### config.mk
export PLATFORM = sky130hd
export DESIGN_NAME = keycode_dir_ctrl
export DESIGN_NICKNAME = d
export VERILOG_FILES = /design/src/rtl/keycode_dir_ctrl.sv
export SDC_FILE = /design/constraint.sdc
export NUM_CORES = 1
export LEC_CHECK = 0
export BUFFER_PORTS_ARGS = -buffer_cell sky130_fd_sc_hd__buf_2
export CORE_ASPECT_RATIO = 1.2
export CORE_UTILIZATION = 25
export CTS_CLUSTER_SIZE = 30
export DETAILED_ROUTE_END_ITERATION = 16
export GPL_TIMING_DRIVEN = 0
export SYNTH_ARGS = -nofsm -noshare
export SYNTH_HDL_FRONTEND = slang
export SYNTH_SLANG_ARGS = --single-unit
### constraint.sdc
create_clock -name clk_clk -period 2.73 [get_ports clk_clk]
set_input_delay 0.546 -clock clk_clk [delete_from_list [all_inputs] [get_ports clk_clk]]
set_output_delay 0.546 -clock clk_clk [all_outputs]
set_load 0.005 [all_outputs]
### src/rtl/keycode_dir_ctrl.sv
// keycode_dir_ctrl: filters the SoC HID keycode and turns accepted key presses
// into Pac-Man direction, buffered turn request, pause toggle and start pulse.
module keycode_dir_ctrl #(
    parameter int unsigned STABLE_CYCLES  = 4,
    parameter int unsigned TIMEOUT_FRAMES = 60
) (
    input  logic       clk_clk,
    input  logic       reset_reset_n,
    input  logic [7:0] keycode,
    input  logic       frame_tick,
    input  logic       turn_accept,
    output logic [1:0] cur_dir,
    output logic [1:0] next_dir,
    output logic       next_valid,
    output logic       pause,
    output logic       start_pulse,
    output logic       key_held
);
    localparam int unsigned KEY_W = 8;
    localparam int unsigned CNT_W = 8;
    localparam int unsigned DIR_W = 2;

    localparam logic [0:0] ST_IDLE = 1'b0;
    localparam logic [0:0] ST_PEND = 1'b1;

    localparam logic [KEY_W-1:0] KEY_NONE  = 8'h00;
    localparam logic [KEY_W-1:0] KEY_W_UP  = 8'h1A;
    localparam logic [KEY_W-1:0] KEY_A_LT  = 8'h04;
    localparam logic [KEY_W-1:0] KEY_S_DN  = 8'h16;
    localparam logic [KEY_W-1:0] KEY_D_RT  = 8'h07;
    localparam logic [KEY_W-1:0] KEY_AR_UP = 8'h52;
    localparam logic [KEY_W-1:0] KEY_AR_LT = 8'h50;
    localparam logic [KEY_W-1:0] KEY_AR_DN = 8'h51;
    localparam logic [KEY_W-1:0] KEY_AR_RT = 8'h4F;
    localparam logic [KEY_W-1:0] KEY_SPACE = 8'h2C;
    localparam logic [KEY_W-1:0] KEY_ENTER = 8'h28;

    localparam logic [DIR_W-1:0] DIR_UP    = 2'b00;
    localparam logic [DIR_W-1:0] DIR_LEFT  = 2'b01;
    localparam logic [DIR_W-1:0] DIR_DOWN  = 2'b10;
    localparam logic [DIR_W-1:0] DIR_RIGHT = 2'b11;
    localparam logic [DIR_W-1:0] DIR_FLIP  = 2'b10;

    localparam logic [CNT_W-1:0] STABLE_MAX = CNT_W'(STABLE_CYCLES);
    localparam logic [CNT_W-1:0] TCNT_LAST  = CNT_W'(TIMEOUT_FRAMES - 1);

    // Direction lookup; valid only when key_is_dir() is true.
    function automatic logic [DIR_W-1:0] key_dir(input logic [KEY_W-1:0] k);
        logic [DIR_W-1:0] d;
        d = DIR_UP;
        case (k)
            KEY_W_UP, KEY_AR_UP: d = DIR_UP;
            KEY_A_LT, KEY_AR_LT: d = DIR_LEFT;
            KEY_S_DN, KEY_AR_DN: d = DIR_DOWN;
            KEY_D_RT, KEY_AR_RT: d = DIR_RIGHT;
            default:             d = DIR_UP;
        endcase
        return d;
    endfunction

    function automatic logic key_is_dir(input logic [KEY_W-1:0] k);
        logic r;
        r = 1'b0;
        case (k)
            KEY_W_UP, KEY_AR_UP, KEY_A_LT, KEY_AR_LT,
            KEY_S_DN, KEY_AR_DN, KEY_D_RT, KEY_AR_RT: r = 1'b1;
            default:                                  r = 1'b0;
        endcase
        return r;
    endfunction

    logic [0:0]       state, state_d;
    logic [KEY_W-1:0] kq, ks, ks_d;
    logic [CNT_W-1:0] cnt, cnt_d;
    logic [CNT_W-1:0] tcnt, tcnt_d;
    logic [DIR_W-1:0] cur_dir_d, next_dir_d;
    logic             next_valid_d, pause_d, start_pulse_d, key_held_d;

    logic             key_ev_c;
    logic             dir_ev_c;
    logic [DIR_W-1:0] ev_dir_c;

    // An event fires once per change of the accepted (stable) key.
    assign key_ev_c = (cnt == STABLE_MAX) && (kq != ks);
    assign dir_ev_c = key_ev_c && key_is_dir(kq);
    assign ev_dir_c = key_dir(kq);

    always_comb begin
        state_d       = state;
        ks_d          = ks;
        cnt_d         = cnt;
        tcnt_d        = tcnt;
        cur_dir_d     = cur_dir;
        next_dir_d    = next_dir;
        pause_d       = pause;
        start_pulse_d = 1'b0;
        key_held_d    = key_held;

        if (keycode != kq) begin
            cnt_d = '0;
        end else if (cnt != STABLE_MAX) begin
            cnt_d = cnt + CNT_W'(1);
        end

        if (key_ev_c) begin
            ks_d       = kq;
            key_held_d = key_is_dir(kq);
            if (kq == KEY_SPACE) begin
                pause_d = ~pause;
            end
            if (kq == KEY_ENTER) begin
                start_pulse_d = 1'b1;
            end
        end

        // Direction event outranks turn_accept, which outranks timeout.
        if (dir_ev_c && !pause) begin
            if (ev_dir_c == cur_dir) begin
                state_d = ST_IDLE;
            end else if (ev_dir_c == (cur_dir ^ DIR_FLIP)) begin
                cur_dir_d = ev_dir_c;
                state_d   = ST_IDLE;
            end else begin
                next_dir_d = ev_dir_c;
                tcnt_d     = '0;
                state_d    = ST_PEND;
            end
        end else if (state == ST_PEND) begin
            if (turn_accept) begin
                cur_dir_d = next_dir;
                state_d   = ST_IDLE;
            end else if (frame_tick && !pause) begin
                if (tcnt == TCNT_LAST) begin
                    state_d = ST_IDLE;
                end else begin
                    tcnt_d = tcnt + CNT_W'(1);
                end
            end
        end

        next_valid_d = (state_d == ST_PEND);
    end

    always_ff @(posedge clk_clk or negedge reset_reset_n) begin
        if (!reset_reset_n) begin
            state       <= ST_IDLE;
            kq          <= KEY_NONE;
            ks          <= KEY_NONE;
            cnt         <= '0;
            tcnt        <= '0;
            cur_dir     <= DIR_LEFT;
            next_dir    <= DIR_UP;
            next_valid  <= 1'b0;
            pause       <= 1'b0;
            start_pulse <= 1'b0;
            key_held    <= 1'b0;
        end else begin
            state       <= state_d;
            kq          <= keycode;
            ks          <= ks_d;
            cnt         <= cnt_d;
            tcnt        <= tcnt_d;
            cur_dir     <= cur_dir_d;
            next_dir    <= next_dir_d;
            next_valid  <= next_valid_d;
            pause       <= pause_d;
            start_pulse <= start_pulse_d;
            key_held    <= key_held_d;
        end
    end

endmodule

Word level (Yosys, flattened, before mapping) --
Index checks and enable logic that the tools add are counted.
Cells by class: add/sub/neg operators 2, reduce and logical (&&, ||, !) cells 17, multiplexer cells 25, bitwise logic cells 4, equality and inequality tests 22
Operators with widths (count):
- 8-bit two-way mux | 9
- 8-bit by 7-bit equality test with 1-bit output (second input constant) | 4
- 8-bit by 3-bit equality test with 1-bit output (second input constant) | 3
- 8-bit by 6-bit equality test with 1-bit output (second input constant) | 3
- 8-bit by 1-bit adder with 8-bit output (second input constant) | 2
- 8-bit by 5-bit equality test with 1-bit output (second input constant) | 2
- 8-bit != test | 2
- 1-bit two-way mux | 10
- 2-bit two-way mux | 5
- 8-bit by 3-bit != test with 1-bit output (second input constant) | 1
- 2-bit nonzero test | 4
- 8-bit OR reduction | 1
- 2-bit != test (second input constant) | 3
- 2-bit case mux with 3 select lines | 1
- 6-bit AND reduction | 1
- 2-bit OR reduction | 3
- 2-bit equality test | 2
- 1-bit logical AND | 4
- 2-bit by 1-bit != test with 1-bit output (second input constant) | 2
- 1-bit inverter | 4
- 4-bit AND reduction | 1
- 3-bit AND reduction | 1
- 2-bit AND reduction | 1
- 1-bit zero test | 1
Storage, ports and cells: logic and storage cells 80, input bits 12, output and inout port bits 8, flip-flop bits (word level) 40

Depth between registers and ports, before layout --
depth after elaboration 7, mapped depth 9, depth with buffers taken out 8

Worst setup path before layout --
No wires, ideal clock.
path kind register to register, start point reg cnt[0], end point reg cur_dir[0], required time 2.648 ns, clock period less this slack 1.984 ns, cell stages (with the launch flop) 10, library setup time 0.082 ns, arrival time 1.902 ns, slack 0.746 ns, buffers on the path 1, path through dfrtp_1 -> inv_1 -> ha_1 -> nor4b_4 -> nand3_4 -> a21oi_4 -> o211a_2 -> buf_6 -> nor2_1 -> mux2_4
Between the ends: word-level cells in the longest chain between the ends 6, elaborated cells on any way between the ends 10, those cells by class eq/ne: 3; mux: 1; reduce/logical: 6
Ends and longest elaborated chain:
- from (decl) | RTL line 74 | logic [CNT_W-1:0] cnt, cnt_d;
- from (signal assigned) | RTL line 161 | cnt <= cnt_d;
- 8-bit by 3-bit equality test with 1-bit output (*) | RTL line 84 | assign key_ev_c = (cnt == STABLE_MAX) && (kq != ks);
- 1-bit logical AND (*) | RTL line 84
- 1-bit logical AND (*) | RTL line 85 | assign dir_ev_c = key_ev_c && key_is_dir(kq);
- 1-bit logical AND (*) | RTL line 117 | if (dir_ev_c && !pause) begin
- 2-bit by 1-bit != test with 1-bit output (no source line) (tied with other cells)
- 4-bit AND reduction (no source line)
- to (signal assigned) | RTL line 163 | cur_dir <= cur_dir_d;
- to (decl) | RTL line 12 | output logic [1:0] cur_dir,
Every way passes the cells marked *; elsewhere a longest branch is shown, timed or not. A chain may end at the register's enable or synchronous reset.

Final worst setup path --
Ends and elaborated chain as after synthesis.

==> impl_metrics.env <==
export IMPL_area_growth_syn_to_layout_pct=14.9
export IMPL_numPortBuffers=19
export IMPL_vias_per_cell=4.66
export IMPL_peakVddDrop_mv=0.182
export IMPL_synth_nets=225
export IMPL_wire_per_inst_um=12.6
export IMPL_cts_inserted_buffers=5
export IMPL_layout_nets=251
export IMPL_power_density_nw_per_um2=438
export IMPL_coreArea_um2=8660
export IMPL_fin_crit_sh=0.827
export IMPL_relSlewSlack=0.400
export IMPL_period_needed_ps=2260
export IMPL_synthCells=210
export IMPL_drive_above_1_share=0.245
export IMPL_setup_violations=0
export IMPL_instances_no_fill=354
export IMPL_power_leakage_uw=0.00110
export IMPL_htreeDepth=2
export IMPL_dpl_hpwl_um=3240
export IMPL_antenna_found_initial=0
export IMPL_wl_um=4470
export IMPL_clockRootBuffer="clkbuf_8"
export IMPL_ys_seq_elements=40
export IMPL_ys_dominant_reg_cell="dfrtp_1"
export IMPL_clk_latency_ps=290
export IMPL_globalRouteOverflowTotal=0
export IMPL_r2r_cells=9
export IMPL_slew_violations=0
export IMPL_r2r_start="cnt[0]$_DFFE_PN0P_"
export IMPL_ys_seq_area_frac=0.445
export IMPL_rows=37
export IMPL_setup_slack_ps=473
export IMPL_place_congestion=0.773
export IMPL_detail_route_antenna_nets=0
export IMPL_critPathKind="flip-flop to flip-flop"
export IMPL_yosysWarnings=0
export IMPL_clk_pin_slew_worst_paths_ps=80
export IMPL_drc=0
export IMPL_grt_pass1_wl_um=7800
export IMPL_track_usage=0.106
export IMPL_synth_cell_types=50
export IMPL_utilization=0.299
export IMPL_fmax_mhz=443
export IMPL_postCtsSetupBuffers=0
export IMPL_startpoint="cnt[0]$_DFFE_PN0P_"
export IMPL_avgSynthCellArea_um2=10.7
export IMPL_worstMarginPinSlew_ps=900
export IMPL_finalHoldViolCount=0
export IMPL_hp_class="primary input to flip-flop"
export IMPL_cap_violations=0
export IMPL_status="complete, no violations"
export IMPL_critPathArrivalTime_ps=2480
export IMPL_cp_max_fo=10
export IMPL_async_reset_ff_frac=1.00
export IMPL_final_common_cell="dfrtp_1"
export IMPL_tns_ps=0
export IMPL_start_util=0.260
export IMPL_die_area_um2=9400
export IMPL_dr_pass1_iters=4
export IMPL_antenna_cells=0
export IMPL_chipWidth_um=88.7
export IMPL_dp_cells=346
export IMPL_dieHeight_um=106
export IMPL_synth_edf_count=0
export IMPL_fillerInstances=934
export IMPL_crit_end="cur_dir[0]$_DFFE_PN1P_"
export IMPL_cts_buffer_depth=2
export IMPL_syn_area_um2=2250
export IMPL_pin_count=20
export IMPL_crit_path_end_kind="flip-flop"
export IMPL_layout_common_cells="dfrtp_1, buf_2, xor2_1"
export IMPL_place_worst_setup_slack_ps=467
export IMPL_r2r_slack_ps=470
export IMPL_cts_tree="built"
export IMPL_grt_max_degree=41
export IMPL_ctsResizeCount=0
export IMPL_dr_total_vias=1651
export IMPL_grt_setup_unrepaired="no"
export IMPL_r2r_end="cur_dir[0]$_DFFE_PN1P_"
export IMPL_skew_ps=8.34
export IMPL_drt_iter0_drc=51
export IMPL_cp_start_kind="flip-flop"
export IMPL_crit_required_ps=2960
export IMPL_cts_hold_buf=0
export IMPL_first_global_vias=1666
export IMPL_cts_sinks=40
Yosys cell counts, types with 4 or more instances:
cell,instances,share of area
a21oi_1,9,0.020
and3_1,4,0.011
dfrtp_1,39,0.43
inv_1,7,0.012
mux2_2,10,0.050
nand2_1,12,0.020
nand3_1,13,0.029
nand4_1,5,0.014
nor2_1,16,0.027
o31ai_1,5,0.017
or4_1,4,0.013
xor2_1,21,0.082
area by class of cell:
| type | count | area (µm²) | share of cell area |
|---|---|---|---|
| multi-input cells | 155 | 1160 | 0.448 |
| flip-flops and latches | 40 | 1000 | 0.387 |
| well taps | 117 | 146 | 0.0565 |
| repair buffers | 19 | 95.1 | 0.0367 |
| clock buffers | 7 | 86.3 | 0.0333 |
| plain buffers | 8 | 66.3 | 0.0256 |
| inverters | 7 | 26.3 | 0.0101 |
| clock inverters | 1 | 7.51 | 0.00290 |
power breakdown:
| part | internal, µW | total (µW) | leakage [µW] | switching, µW |
|---|---|---|---|---|
| clock network | 205 | 414 | 0.0000445 | 208 |
| registers | 606 | 621 | 0.000522 | 15.2 |
| logic | 41.7 | 101 | 0.000535 | 59.1 |
metal layers:
metal  wire (µm)  up-vias  track usage
li1            -      814            -
met1        2090      813        0.132
met2        2240       21        0.180
met3         125        3       0.0233
met4          16        0       0.0311
met5           0        -            0
worst min path at each step:
stage	start	to	slack, ps	cells after the start
2_1_floorplan	reset_reset_n	cnt[0]$_DFFE_PN0P_	250	0
5_1_grt	keycode[7]	kq[7]$_DFF_PN0_	360	1
3_3_place_gp	tcnt[4]$_DFFE_PN0P_	tcnt[4]$_DFFE_PN0P_	510	1
4_1_cts	keycode[5]	kq[5]$_DFF_PN0_	360	1
6_report	keycode[5]	kq[5]$_DFF_PN0_	370	1
3_5_place_dp	tcnt[4]$_DFFE_PN0P_	tcnt[4]$_DFFE_PN0P_	520	1
worst max-delay path, stage by stage, from the launching register on:
cell and delay [ps]:
dfrtp_1 430, inv_1 80, ha_1 160, nor4b_4 250, nand3_4 160, a21oi_4 280, o211a_2 320, buf_6 160
nor2_1 70, mux2_4 290
cells by family after synthesis:
group                      synth area share
and+or+nand+nor                       0.228
DFF                                   0.445
AOI/OAI and AO/OA                     0.110
xor gates and xnor gates             0.0893
buffers and inverters                0.0411
muxes                                0.0699
adders and majority gates            0.0166
registers in the layout (all words and copies together) (netlist names):
register	cells
ks	8
tcnt	8
kq	8
cnt	8
state	1
start_pulse	1
next_dir	2
cur_dir	2
key_held	1
pause	1
metrics by stage:
stage | hold slack, ps | cell area (µm²) | total power [µW]
after floorplan | 250 | 2250 | 693
after global placement | 508 | 2500 | 733
after detailed placement | 517 | 2500 | 736
after CTS | 365 | 2590 | 1160
after global routing | 363 | 2590 | 1190
final | 375 | 2590 | 1140
No activity file was read; power rests on OpenSTA's default activity.
